==> config.mk <==
export PLATFORM = sky130hd
export DESIGN_NAME = card_reader
export DESIGN_NICKNAME = d
export VERILOG_FILES = /design/src/rtl/card_reader.sv
export SDC_FILE = /design/constraint.sdc
export NUM_CORES = 1
export LEC_CHECK = 0
export CAP_MARGIN = 10
export CORE_AREA = 4 4 75 77
export DETAILED_ROUTE_END_ITERATION = 7
export DIE_AREA = 0 0 79 81
export SLEW_MARGIN = 25
export SYNTH_ARGS = -nofsm -noshare
export SYNTH_HDL_FRONTEND = slang
export SYNTH_SLANG_ARGS = --single-unit
==> constraint.sdc <==
create_clock -name clk -period 2.8 [get_ports clk]
set_input_delay 0.28 -clock clk [delete_from_list [all_inputs] [get_ports clk]]
set_output_delay 0.28 -clock clk [all_outputs]
set_load 0.03 [all_outputs]
==> src/rtl/card_reader.sv <==
// Card front end: deserialises an MSB-first ID frame with even parity, checks it
// against VALID_ID and holds card_valid or card_invalid for a fixed window.
//
// state       | meaning
// ------------+----------------------------------------------------
// IDLE        | armed, waiting for the first strobe with a card present
// RECV        | shifting in ID and parity bits, watching the strobe gap
// CHECK       | one cycle: latch card_id, decide grant or deny
// GRANT       | card_valid held for HOLD_CYCLES cycles
// DENY        | card_invalid held for HOLD_CYCLES cycles
// WAIT_REMOVE | result delivered, waiting for the card to leave the slot
module card_reader #(
  parameter int                  ID_WIDTH    = 8,
  parameter logic [ID_WIDTH-1:0] VALID_ID    = 8'hA5,
  parameter int                  HOLD_CYCLES = 50,
  parameter int                  TIMEOUT     = 16
) (
  input  logic                clk,
  input  logic                reset,
  input  logic                card_present,
  input  logic                card_bit,
  input  logic                card_strobe,
  output logic                card_valid,
  output logic                card_invalid,
  output logic                busy,
  output logic [ID_WIDTH-1:0] card_id
);

  localparam int BIT_W  = $clog2(ID_WIDTH + 2);
  localparam int GAP_W  = $clog2(TIMEOUT + 1);
  localparam int HOLD_W = $clog2(HOLD_CYCLES + 1);

  typedef enum logic [2:0] {
    IDLE,
    RECV,
    CHECK,
    GRANT,
    DENY,
    WAIT_REMOVE
  } state_t;

  state_t              state;
  logic [ID_WIDTH:0]   shreg;
  logic [BIT_W-1:0]    bit_cnt;
  logic [GAP_W-1:0]    gap_cnt;
  logic [HOLD_W-1:0]   hold_cnt;

  // Outputs are updated alongside each transition so they track the state register.
  always_ff @(posedge clk or posedge reset) begin
    if (reset) begin
      state        <= IDLE;
      shreg        <= '0;
      bit_cnt      <= '0;
      gap_cnt      <= '0;
      hold_cnt     <= '0;
      card_valid   <= 1'b0;
      card_invalid <= 1'b0;
      busy         <= 1'b0;
      card_id      <= '0;
    end else begin
      case (state)
        IDLE: begin
          if (card_strobe && card_present) begin
            shreg   <= {shreg[ID_WIDTH-1:0], card_bit};
            bit_cnt <= BIT_W'(1);
            gap_cnt <= '0;
            busy    <= 1'b1;
            state   <= RECV;
          end
        end
        RECV: begin
          if (!card_present) begin
            busy  <= 1'b0;
            state <= IDLE;
          end else if (card_strobe) begin
            shreg   <= {shreg[ID_WIDTH-1:0], card_bit};
            bit_cnt <= bit_cnt + BIT_W'(1);
            gap_cnt <= '0;
            if (bit_cnt == BIT_W'(ID_WIDTH)) state <= CHECK;
          end else begin
            gap_cnt <= gap_cnt + GAP_W'(1);
            if (gap_cnt == GAP_W'(TIMEOUT - 1)) begin
              hold_cnt     <= HOLD_W'(HOLD_CYCLES - 1);
              card_invalid <= 1'b1;
              state        <= DENY;
            end
          end
        end
        CHECK: begin
          card_id  <= shreg[ID_WIDTH:1];
          hold_cnt <= HOLD_W'(HOLD_CYCLES - 1);
          if (!(^shreg) && shreg[ID_WIDTH:1] == VALID_ID) begin
            card_valid <= 1'b1;
            state      <= GRANT;
          end else begin
            card_invalid <= 1'b1;
            state        <= DENY;
          end
        end
        GRANT: begin
          if (hold_cnt == '0) begin
            card_valid <= 1'b0;
            state      <= WAIT_REMOVE;
          end else begin
            hold_cnt <= hold_cnt - HOLD_W'(1);
          end
        end
        DENY: begin
          if (hold_cnt == '0) begin
            card_invalid <= 1'b0;
            state        <= WAIT_REMOVE;
          end else begin
            hold_cnt <= hold_cnt - HOLD_W'(1);
          end
        end
        WAIT_REMOVE: begin
          if (!card_present) begin
            busy  <= 1'b0;
            state <= IDLE;
          end
        end
        default: begin
          card_valid   <= 1'b0;
          card_invalid <= 1'b0;
          busy         <= 1'b0;
          state        <= IDLE;
        end
      endcase
    end
  end

endmodule

## Word-level counts from Yosys, hierarchy flattened

Index checks and enable logic that the tools add are counted.
Widths: inputs -> output; s select.

| operators by class | value |
|---|---|
| bitwise operators | 3 |
| mux-type cells | 37 |
| add/subtract/negate cells | 3 |
| reduce and logical (&&, ||, !) cells | 20 |
| eq/ne operators | 23 |

Operators by type and width:

| operator | count |
|---|---|
| $mux 9 | 3 |
| $mux 3 | 8 |
| $mux 6 | 4 |
| $ne 2x2->1 const B | 12 |
| $pmux 6 s3 | 1 |
| $pmux 9 s2 | 1 |
| $mux 5 | 3 |
| $pmux 3 s5 | 1 |
| $mux 4 | 3 |
| $pmux 5 s2 | 1 |
| $reduce_and 5->1 | 2 |
| $reduce_and 3->1 | 3 |
| $reduce_xor 9->1 | 1 |
| $eq 8x8->1 const B | 1 |
| $mux 1 | 8 |
| $ne 4x4->1 const B | 2 |
| $pmux 4 s2 | 1 |
| $eq 3x2->1 const B | 2 |
| $eq 3x3->1 const B | 2 |
| $logic_not 6->1 | 1 |
| $pmux 1 s3 | 2 |
| $reduce_and 6->1 | 1 |
| $reduce_or 3->1 | 2 |
| $sub 6x1->6 const B | 1 |
| other kinds (16) | 20 |

| storage, ports and cells | value |
|---|---|
| register bits | 38 |
| input port bits | 5 |

## Logic depth before layout (Yosys ltp)

Gate-level depths: netlist (run 1).

| logic depth | value |
|---|---|
| depth in word-level cells | 5 |
| gate-level depth with buffers | 8 |
| depth with buffers taken out | 8 |

## Least setup slack after synthesis (run 1)

Ideal clock, no wire load.

| timing | value |
|---|---|
| path type | register to register |
| start point | register gap_cnt[0] |
| end point | register state[0] |
| data required time | 2.682 ns |
| buffers on the path | 0 |
| arrival | 1.878 ns |
| cell stages (with the launch flop) | 9 |
| setup slack | 0.804 ns |
| path through | dfrtp_1 -> ha_1 -> and3_1 -> ha_1 -> a221o_1 -> a221oi_1 -> a211o_1 -> a211oi_1 -> a21o_1 |

| between the ends | value |
|---|---|
| cells in the longest elaborated chain, start to end | 3 |

RTL lines:

| item | RTL line | text |
|---|---|---|
| from (decl) | 45 | `logic [GAP_W-1:0] gap_cnt;` |
| from (signal assigned) | 81 | `gap_cnt <= gap_cnt + GAP_W'(1);` |
| $eq 5x4->1 | 82 | `if (gap_cnt == GAP_W'(TIMEOUT - 1)) begin` |
| $ne 4x4->1 (no source line) | - |  |
| $reduce_and 5->1 (no source line) | - |  |
| to (signal assigned) | 79 | `if (bit_cnt == BIT_W'(ID_WIDTH)) state <= CHECK;` |
| to (signal assigned) | 85 | `state <= DENY;` |
| to (signal assigned) | 94 | `state <= GRANT;` |
| to (decl) | 42 | `state_t state;` |

No other way between the ends.
A chain may end at the register's enable or synchronous reset.

## Worst setup path after layout (run 1)

| timing | value |
|---|---|
| start point | register gap_cnt[0] |
| end point | register hold_cnt[4] |

| between the ends | value |
|---|---|
| cells in the longest elaborated chain, start to end | 3 |

RTL lines:

| item | RTL line | text |
|---|---|---|
| $eq 5x4->1 | 82 |  |
| $ne 2x2->1 (no source line) | - |  |
| $reduce_and 5->1 (no source line) | - |  |
| to (signal assigned) | 83 | `hold_cnt <= HOLD_W'(HOLD_CYCLES - 1);` |
| to (signal assigned) | 91 | `hold_cnt <= HOLD_W'(HOLD_CYCLES - 1);` |
| to (signal assigned) | 105 | `hold_cnt <= hold_cnt - HOLD_W'(1);` |
| to (decl) | 46 | `logic [HOLD_W-1:0] hold_cnt;` |

No other way between the ends.

==> flow_metrics.env, run 1 <==
export IMPL_end_kind="flop"
export IMPL_cts_made_buffers=5
export IMPL_path_max_fanout=9
export IMPL_pin_count=16
export IMPL_cpPeakStageDelay_ns=0.43
export IMPL_cts_tree="done"
export IMPL_cts_max_level=2
export IMPL_ys_warn_count=0
export IMPL_antenna_found_initial=0
export IMPL_antenna_left=0
export IMPL_finalClockSkew_ns=0.00634
export IMPL_worstMarginPinSlew_ns=0.672
export IMPL_track_usage_pct=12.5
export IMPL_synthCells=177
export IMPL_syn_to_final_growth_pct=15.1
export IMPL_drive_gt1_share_pct=17.1
export IMPL_rows=26
export IMPL_holdBufCountCts=0
export IMPL_ys_types=45
export IMPL_ys_top_cells_by_count="dfrtp_1 (38), mux2_2 (18), inv_1 (11)"
export IMPL_r2r_cells=8
export IMPL_nNetsFinal=203
export IMPL_setup_slack_ns=0.533
export IMPL_fin_crit_sh_pct=81.0
export IMPL_min_path_type="in2async"
export IMPL_insertion_delay_ns=0.29
export IMPL_routed_via_density=5.20
export IMPL_dp_slack_ns=0.504
export IMPL_core_area_mm2=0.00501
export IMPL_clock_sinks=38
export IMPL_p_total_mw=0.961
export IMPL_synth_main_ff_cell="dfrtp_1"
export IMPL_cts_path_max_buffers=2
export IMPL_synth_fp_nets=188
export IMPL_leakage_nw=0.981
export IMPL_cp_common_cell="ha_1"
export IMPL_routed_wl_um=3620
export IMPL_cts_clk_slew_worst_paths_ns=0.07
export IMPL_max_slew_margin_pct=55.2
export IMPL_setup_tns_final_ns=0
export IMPL_crit_path_start_kind="flop"
export IMPL_path_cells="ha_1 -> and3_1 -> ha_1 -> nand4b_1 -> o31ai_4 -> o21ai_2 -> or4_1 -> nand3b_1"
export IMPL_powerDensity_mw_per_mm2=431
export IMPL_hold_violations=0
export IMPL_vias=1368
export IMPL_first_iter_violations=111
export IMPL_ys_ff_latch=38
export IMPL_grt_ovfl_total=0
export IMPL_fmax_ghz=0.441
export IMPL_worstSetupPathType="reg2reg"
export IMPL_wl_per_cell_um=13.7
export IMPL_synthArstFlopShare_pct=100
export IMPL_crit_slowest_cell="o31ai_4"
export IMPL_dp_hpwl_um=2520
export IMPL_crit_arrival_ns=2.49
export IMPL_grt_max_degree=39
export IMPL_crit_required_ns=3.02
export IMPL_layout_min_cycle_time_ns=2.27
export IMPL_post_cts_buffers=0
export IMPL_cts_resized=0
export IMPL_synth_edf_count=0
export IMPL_drv_slew=0
export IMPL_root_buffer="clkbuf_8"
export IMPL_avgSynthCellArea_um2=10.9
export IMPL_dieWidth_um=79
export IMPL_port_buffers=15
export IMPL_setup_viol=0
export IMPL_dr_pass1_iters=6
export IMPL_place_congestion=0.815
export IMPL_die_area_mm2=0.00640
export IMPL_synthTopCellsByArea="dfrtp_1 (49%), mux2_2 (10%), ha_1 (3.9%)"
export IMPL_rsz0062_at_grt="false"
export IMPL_ir_drop_v=0.000193
export IMPL_diodes=0
export IMPL_grt_pass1_wl_um=6190
export IMPL_synth_area_leader_cell="dfrtp_1"
export IMPL_initial_core_util_pct=38.7
export IMPL_status="complete, no violations"
export IMPL_maxCapViolations=0
export IMPL_synth_top_area_share_pct=49.1
export IMPL_die_h_um=81
export IMPL_synth_area_mm2=0.00194
export IMPL_grt_pass1_vias=1356
export IMPL_yosysMostFrequentCell="dfrtp_1"
export IMPL_yosysSeqAreaShare_pct=49.1
export IMPL_drc_errors=0
## through the flow
step	area [µm²]	utilization [%]	hold WS, ns	std cells
6_report	2230	44.5	0.402	263
5_1_grt	2230	44.5	0.472	263
4_1_cts	2230	44.5	0.421	263
3_5_place_dp	2140	42.6	0.495	255
3_3_place_gp	2140	42.6	0.473	255
2_1_floorplan	1940	-	0.432	177
## critical path: cells and delay by family, from the launching register on
| family | cells | cell delay, ns |
|---|---|---|
| AND/OR/NAND/NOR | 4 | 0.87 |
| AO/OA/AOI/OAI | 2 | 0.58 |
| flip-flops | 1 | 0.39 |
| adder cells (fa/ha/maj) | 2 | 0.36 |
## per-layer routing
metal | vias to the layer above | GRT usage [%] | wire length (µm)
li1 | 662 | - | -
met5 | - | 0 | 0
met1 | 674 | 14.8 | 1670
met4 | 0 | 4.30 | 35
met3 | 2 | 3.77 | 142
met2 | 30 | 21.5 | 1760
## logic make-up after synthesis
logic type | after synthesis | share of synthesized area [%]
buffers and inverters | 20 | 4.97
multiplexers | 18 | 10.5
AND/OR/NAND/NOR | 50 | 14.5
AO/OA/AOI/OAI | 42 | 15.8
flip-flops | 38 | 49.1
XOR/XNOR | 3 | 1.36
adder cells (fa/ha/maj) | 6 | 3.87
## registers in the layout, summed over array words and instances, names as in the netlist
| name | count |
|---|---|
| shreg | 9 |
| card_id | 8 |
| hold_cnt | 6 |
| gap_cnt | 5 |
| bit_cnt | 4 |
| state | 3 |
| busy | 1 |
| card_invalid | 1 |
| card_valid | 1 |
## final timing paths
path,start,slack [ns],to
hold reg to reg,hold_cnt[0],0.50,hold_cnt[0]
max in group asynchronous,reset,2.06,gap_cnt[4]
min in group clk,hold_cnt[0],0.50,hold_cnt[0]
hold / removal,reset,0.40,hold_cnt[2]
setup / recovery,gap_cnt[0],0.53,hold_cnt[4]
setup reg to reg,gap_cnt[0],0.53,hold_cnt[4]
## report_power, final
group	total [mW]	internal (mW)	switching, mW
Clock	0.389	0.198	0.191
Sequential	0.550	0.549	0.000450
Combinational	0.0219	0.00735	0.0145
Total	0.961	0.754	0.206
## layout by cell type, fill, tap and decap left out, types with 3 or more instances in the layout
master / synthesis / routed
o22ai_1: 3 / 3
nand2_1: 10 / 10
ha_1: 6 / 6
dfrtp_1: 38 / 38
o21ai_0: 9 / 9
nand3b_1: 3 / 3
clkbuf_8: 0 / 6
and3_1: 4 / 4
clkdlybuf4s50_1: 0 / 15
a21oi_1: 10 / 10
nor3b_1: 3 / 3
mux2_2: 18 / 18
o31ai_1: 3 / 3
nor2_1: 10 / 10
inv_1: 11 / 11
nor3_1: 4 / 4
nand3_1: 4 / 4
## layout make-up
type | count | area [µm²]
Fill cell | 493 | 2780
Sequential cell | 38 | 951
Multi-Input combinational cell | 119 | 891
Timing Repair Buffer | 17 | 165
Tap cell | 70 | 87.6
Clock buffer | 6 | 82.6
Inverter | 11 | 41.3
Clock inverter | 2 | 12.5
Note: power is estimated with default switching activity, not from simulation.
==> run 2: changes to the inputs <==
Clock period 2.8 ns to 2.25 ns, I/O delays scaled along.
==> run 2 against run 1 <==
Compared with the run above: total power grew 36%; fmax is 7.8% higher; final cell count is 1.9% higher; utilization up 1.2 points; clock power increased by 53%; register-to-register slack got worse by 0.39 ns; via count grew 3.4%; sequential share of layout area shrank 1.2 points; sequential power increased by 24%; combinational power is 31% higher; global-route usage increased by 0.67 points; routed wire length increased by 1.8%; critical endpoint is now state[1]; largest power group unchanged.
==> flow_metrics.env, run 2 (synthesis gave the netlist of run 1 again) <==
export IMPL_status="complete, no violations"
export IMPL_post_cts_buffers=0
export IMPL_rsz0062_at_grt="false"
export IMPL_grt_pass1_wl_um=6670
export IMPL_wl_met2_um=1840
export IMPL_drc_errors=0
export IMPL_powerDensity_mw_per_mm2=571
export IMPL_nNetsFinal=209
export IMPL_fin_crit_sh_pct=93.5
export IMPL_cts_tree="done"
export IMPL_syn_to_final_growth_pct=18.3
export IMPL_routed_via_density=5.28
export IMPL_core_area_mm2=0.00501
export IMPL_multiInputGateArea_um2=891
export IMPL_fmax_ghz=0.475
export IMPL_antenna_found_initial=0
export IMPL_track_usage_pct=13.1
export IMPL_crit_path_start_kind="flop"
export IMPL_max_slew_margin_pct=66.6
export IMPL_crit_arrival_ns=2.27
export IMPL_dp_hpwl_um=2650
export IMPL_top_register="shreg"
export IMPL_reg2reg_from="gap_cnt[0]"
export IMPL_cts_resized=0
export IMPL_hold_violations=0
export IMPL_root_buffer="clkbuf_8"
export IMPL_rows=26
export IMPL_cts_max_level=2
export IMPL_die_h_um=81
export IMPL_reg2reg_to="state[1]"
export IMPL_port_buffers=15
export IMPL_largest_reg_flops=9
export IMPL_grt_pass1_vias=1460
export IMPL_first_iter_violations=85
export IMPL_setup_slack_ns=0.147
export IMPL_dr_pass1_iters=4
export IMPL_path_max_fanout=5
export IMPL_die_area_mm2=0.00640
export IMPL_wl_met1_um=1670
export IMPL_worstMarginPinSlew_ns=0.495
export IMPL_min_path_type="in2async"
export IMPL_setup_viol=0
export IMPL_regArea_um2=951
export IMPL_dp_slack_ns=0.157
export IMPL_antenna_left=0
export IMPL_dieWidth_um=79
export IMPL_maxCapViolations=0
export IMPL_insertion_delay_ns=0.29
export IMPL_cts_clk_slew_worst_paths_ns=0.08
export IMPL_fill_cells=489
export IMPL_grt_max_degree=39
export IMPL_layout_commonest_cell="dfrtp_1"
export IMPL_wl_per_cell_um=13.7
export IMPL_routed_wl_um=3680
export IMPL_finalClockSkew_ns=0.00535
export IMPL_drive_gt1_share_pct=19.2
export IMPL_place_congestion=0.810
export IMPL_clock_sinks=38
export IMPL_layout_min_cycle_time_ns=2.10
export IMPL_diodes=0
export IMPL_cts_made_buffers=5
export IMPL_routed_wl_met3_um=114
export IMPL_vias=1414
export IMPL_crit_required_ns=2.42
export IMPL_end_kind="flop"
export IMPL_top_layer="met4"
export IMPL_holdBufCountCts=0
export IMPL_ir_drop_v=0.000254
export IMPL_worstSetupPathType="reg2reg"
export IMPL_drv_slew=0
export IMPL_pin_count=16
export IMPL_r2r_cells=8
export IMPL_final_cell_mix="dfrtp_1 (38), mux2_2 (18), clkdlybuf4s50_1 (15), inv_1 (11)"
export IMPL_initial_core_util_pct=38.7
export IMPL_top_regs="shreg: 9 flops, card_id: 8 flops, hold_cnt: 6 flops"
export IMPL_setup_tns_final_ns=0
export IMPL_leakage_nw=1.02
export IMPL_r2r_slack_ns=0.15
export IMPL_cts_path_max_buffers=2
export IMPL_grt_ovfl_total=0
[run 2: changes by cell type in the layout (fill, tap and decap cells not counted)]
cell	previous run	this run
buf_4	2	8
clkinvlp_4	1	0
clkinv_2	1	0
bufinv_16	0	1
[run 2: worst max path at each step]
stage,depth (start not counted),from,end
2_1_floorplan,8,gap_cnt[0],state[0]
3_3_place_gp,8,gap_cnt[0],state[0]
3_5_place_dp,8,gap_cnt[0],state[0]
4_1_cts,8,gap_cnt[0],state[0]
5_1_grt,8,gap_cnt[0],state[1]
6_report,8,gap_cnt[0],state[1]
[run 2: layout make-up]
type	instances	share of cell area, %
clock buffer	6	3.60
clock inverter	1	1.31
inverter	11	1.80
multi-input combinational	119	38.8
sequential	38	41.5
tap	70	3.82
timing repair buffer	23	9.17
[run 2: stage by stage]
step	power [mW]	utilization, %	hold slack, ns	cell area, µm²	std cells
4_1_cts	1.32	45.8	0.371	2290	268
5_1_grt	1.35	45.8	0.415	2290	268
3_3_place_gp	0.726	43.5	0.478	2180	261
2_1_floorplan	0.710	-	0.377	1940	177
3_5_place_dp	0.727	43.5	0.480	2180	261
6_report	1.31	45.8	0.342	2290	268
[run 2: power by group]
part	total [mW]	leakage, nW	switching [mW]	internal (mW)
logic	0.0287	0.459	0.0184	0.0103
clock network	0.596	0.0573	0.241	0.355
registers	0.684	0.504	0.000603	0.683
[run 2: worst max-delay path, cell delays in order, from the launching register on]
cell and delay (ns):
dfrtp_1 0.41, ha_1 0.23, and3_1 0.19, ha_1 0.18
a221o_1 0.29, a221oi_1 0.28, a211o_1 0.21, o21bai_1 0.13
a21oi_1 0.08
[run 2: routing by layer]
metal | up-vias | track usage, %
met5 | - | 0
met4 | 0 | 4.64
met3 | 4 | 3.55
met2 | 19 | 22.7
met1 | 708 | 15.8
li1 | 683 | -
==> run 3: changes to the inputs <==
Settings changed: CORE_AREA 4 4 75 77 to 2 2 73 75, CTS_CLUSTER_DIAMETER from default to 80, DIE_AREA 0 0 79 81 to 0 0 75 77, PLACE_DENSITY from default to 0.68.
==> run 3 against run 2 <==
Compared with the run above: clock power fell by 3%; largest cell class unchanged; clock skew down 0.0018 ns; clock-buffer cell count is the same.
==> flow_metrics.env, run 3 (synthesis gave the netlist of run 1 again) <==
export IMPL_status="complete, no violations"
export IMPL_drv_slew=0
export IMPL_p_total_mw=1.29
export IMPL_insertion_delay_ns=0.28
export IMPL_worstSetupPathType="reg2reg"
export IMPL_nNetsFinal=210
export IMPL_port_buffers=15
export IMPL_powerDensity_mw_per_mm2=560
export IMPL_maxCapViolations=0
export IMPL_cts_made_buffers=5
export IMPL_cts_clk_slew_worst_paths_ns=0.07
export IMPL_max_slew_margin_pct=67.4
export IMPL_swShare_pct=18.9
export IMPL_drive_gt1_share_pct=20.1
export IMPL_crit_arrival_ns=2.30
export IMPL_ir_drop_v=0.000275
export IMPL_diodes=0
export IMPL_crit_required_ns=2.43
export IMPL_clock_sinks=38
export IMPL_largest_reg_flops=9
export IMPL_drc_errors=0
export IMPL_fill_cells=467
export IMPL_finalClockSkew_ns=0.00354
export IMPL_layout_commonest_cell="dfrtp_1"
export IMPL_hold_violations=0
export IMPL_grt_pass1_wl_um=6220
export IMPL_leakage_nw=1.03
export IMPL_first_iter_violations=88
export IMPL_rows=26
export IMPL_setup_viol=0
export IMPL_place_congestion=0.747
export IMPL_routed_wl_met3_um=122
export IMPL_pin_count=16
export IMPL_end_kind="flop"
export IMPL_min_path_type="in2async"
export IMPL_dp_hpwl_um=2380
export IMPL_wl_met2_um=1660
export IMPL_dieWidth_um=75
export IMPL_syn_to_final_growth_pct=19.0
export IMPL_combPwrFrac_pct=2.1
export IMPL_antenna_left=0
export IMPL_vias=1367
export IMPL_final_util_pct=46.4
export IMPL_top_register="shreg"
export IMPL_cts_tree="done"
export IMPL_grt_ovfl_total=0
export IMPL_cpPeakStageDelay_ns=0.41
export IMPL_wl_per_cell_um=13.0
export IMPL_track_usage_pct=13.8
export IMPL_dr_pass1_iters=4
export IMPL_worst_path_buf_inv=0
export IMPL_p_switching_mw=0.244
export IMPL_top_layer="met4"
export IMPL_die_h_um=77
export IMPL_fin_crit_sh_pct=94.1
export IMPL_path_max_fanout=5
export IMPL_layout_min_cycle_time_ns=2.12
export IMPL_crit_path_start_kind="flop"
export IMPL_core_area_mm2=0.00498
export IMPL_routed_via_density=5.08
export IMPL_top_regs="shreg: 9 flops, card_id: 8 flops, hold_cnt: 6 flops"
export IMPL_wl_met1_um=1650
export IMPL_sequentialPowerShare_pct=53.0
export IMPL_rsz0062_at_grt="false"
export IMPL_antenna_found_initial=0
export IMPL_path_cells="ha_1 -> and3_1 -> ha_1 -> a221o_1 -> a221oi_2 -> a211o_1 -> a211oi_1 -> a21o_1"
export IMPL_cp_common_cell="ha_1"
export IMPL_cts_path_max_buffers=2
export IMPL_routed_wl_um=3490
export IMPL_grt_pass1_vias=1375
export IMPL_final_cell_mix="dfrtp_1 (38), mux2_2 (18), clkdlybuf4s50_1 (15), inv_1 (11)"
export IMPL_die_area_mm2=0.00578
export IMPL_critPathTopFamily="compound AO/OA/AOI/OAI gates"
export IMPL_initial_core_util_pct=38.9
export IMPL_p_clk_share_pct=44.9
export IMPL_crit_slowest_cell="dfrtp_1"
export IMPL_grt_max_degree=39
export IMPL_setup_tns_final_ns=0
export IMPL_root_buffer="clkbuf_8"
export IMPL_cts_max_level=2
export IMPL_worstMarginPinSlew_ns=0.483
export IMPL_power_internal_mw=1.05
export IMPL_fmax_ghz=0.472
[run 3: changes by cell type in the layout (fill, tap and decap cells not counted), sizes merged]
| cell | change |
|---|---|
| buf | +1 |
[run 3: final timing paths]
check	slack, ns	to	cells past startpoint	startpoint
worst min register to register	0.49	gap_cnt[4]	2	gap_cnt[4]
worst max register to register	0.13	state[0]	8	gap_cnt[0]
worst max-delay path	0.13	state[0]	8	gap_cnt[0]
max in group asynchronous	1.56	card_id[4]	3	reset
min in group clk	0.49	gap_cnt[4]	2	gap_cnt[4]
worst min-delay path	0.35	hold_cnt[2]	3	reset
[run 3: power by group through the flow]
stage / Sequential, mW / Clock (mW) / Combinational, mW
CTS: 0.684 / 0.596 / 0.0286
global route: 0.684 / 0.628 / 0.0320
finish: 0.684 / 0.580 / 0.0275
global placement: 0.697 / 0 / 0.0284
floorplan: 0.697 / 0 / 0.0129
detailed placement: 0.697 / 0 / 0.0285
[run 3: stage by stage]
stage / cell area (µm²) / std cells / setup WS (ns) / hold slack (ns)
2_1_floorplan: 1940 / 177 / 0.254 / 0.377
3_3_place_gp: 2180 / 261 / 0.206 / 0.473
3_5_place_dp: 2180 / 261 / 0.150 / 0.477
4_1_cts: 2290 / 268 / 0.0658 / 0.371
5_1_grt: 2310 / 269 / 0.0125 / 0.454
6_report: 2310 / 269 / 0.133 / 0.354
[run 3: per-layer routing]
layer,global-route usage [%],vias up
met5,0,-
met2,20.6,23
met4,5.89,0
met1,19.2,659
li1,-,680
met3,2.76,5
[run 3: repair_timing]
item,4_1_cts,5_1_grt
endpoints found under the hold margin,0,0
setup endpoints to repair,0,2
resized for setup,0,1
hold buffers,0,0
setup buffers,0,1
[run 3: worst reg2reg max path: stages (launching register included)]
cell	delay, ns
dfrtp_1	0.41
ha_1	0.23
and3_1	0.18
ha_1	0.20
a221o_1	0.31
a221oi_2	0.26
a211o_1	0.21
a211oi_1	0.06
a21o_1	0.16
[run 3: cell type report]
class / instances / area, µm² / area share, %
tap: 70 / 87.6 / 3.80
timing repair buffer: 24 / 218 / 9.44
clock buffer: 6 / 82.6 / 3.58
clock inverter: 1 / 30.0 / 1.30
multi-input combinational: 119 / 897 / 38.9
inverter: 11 / 41.3 / 1.79
sequential: 38 / 951 / 41.2
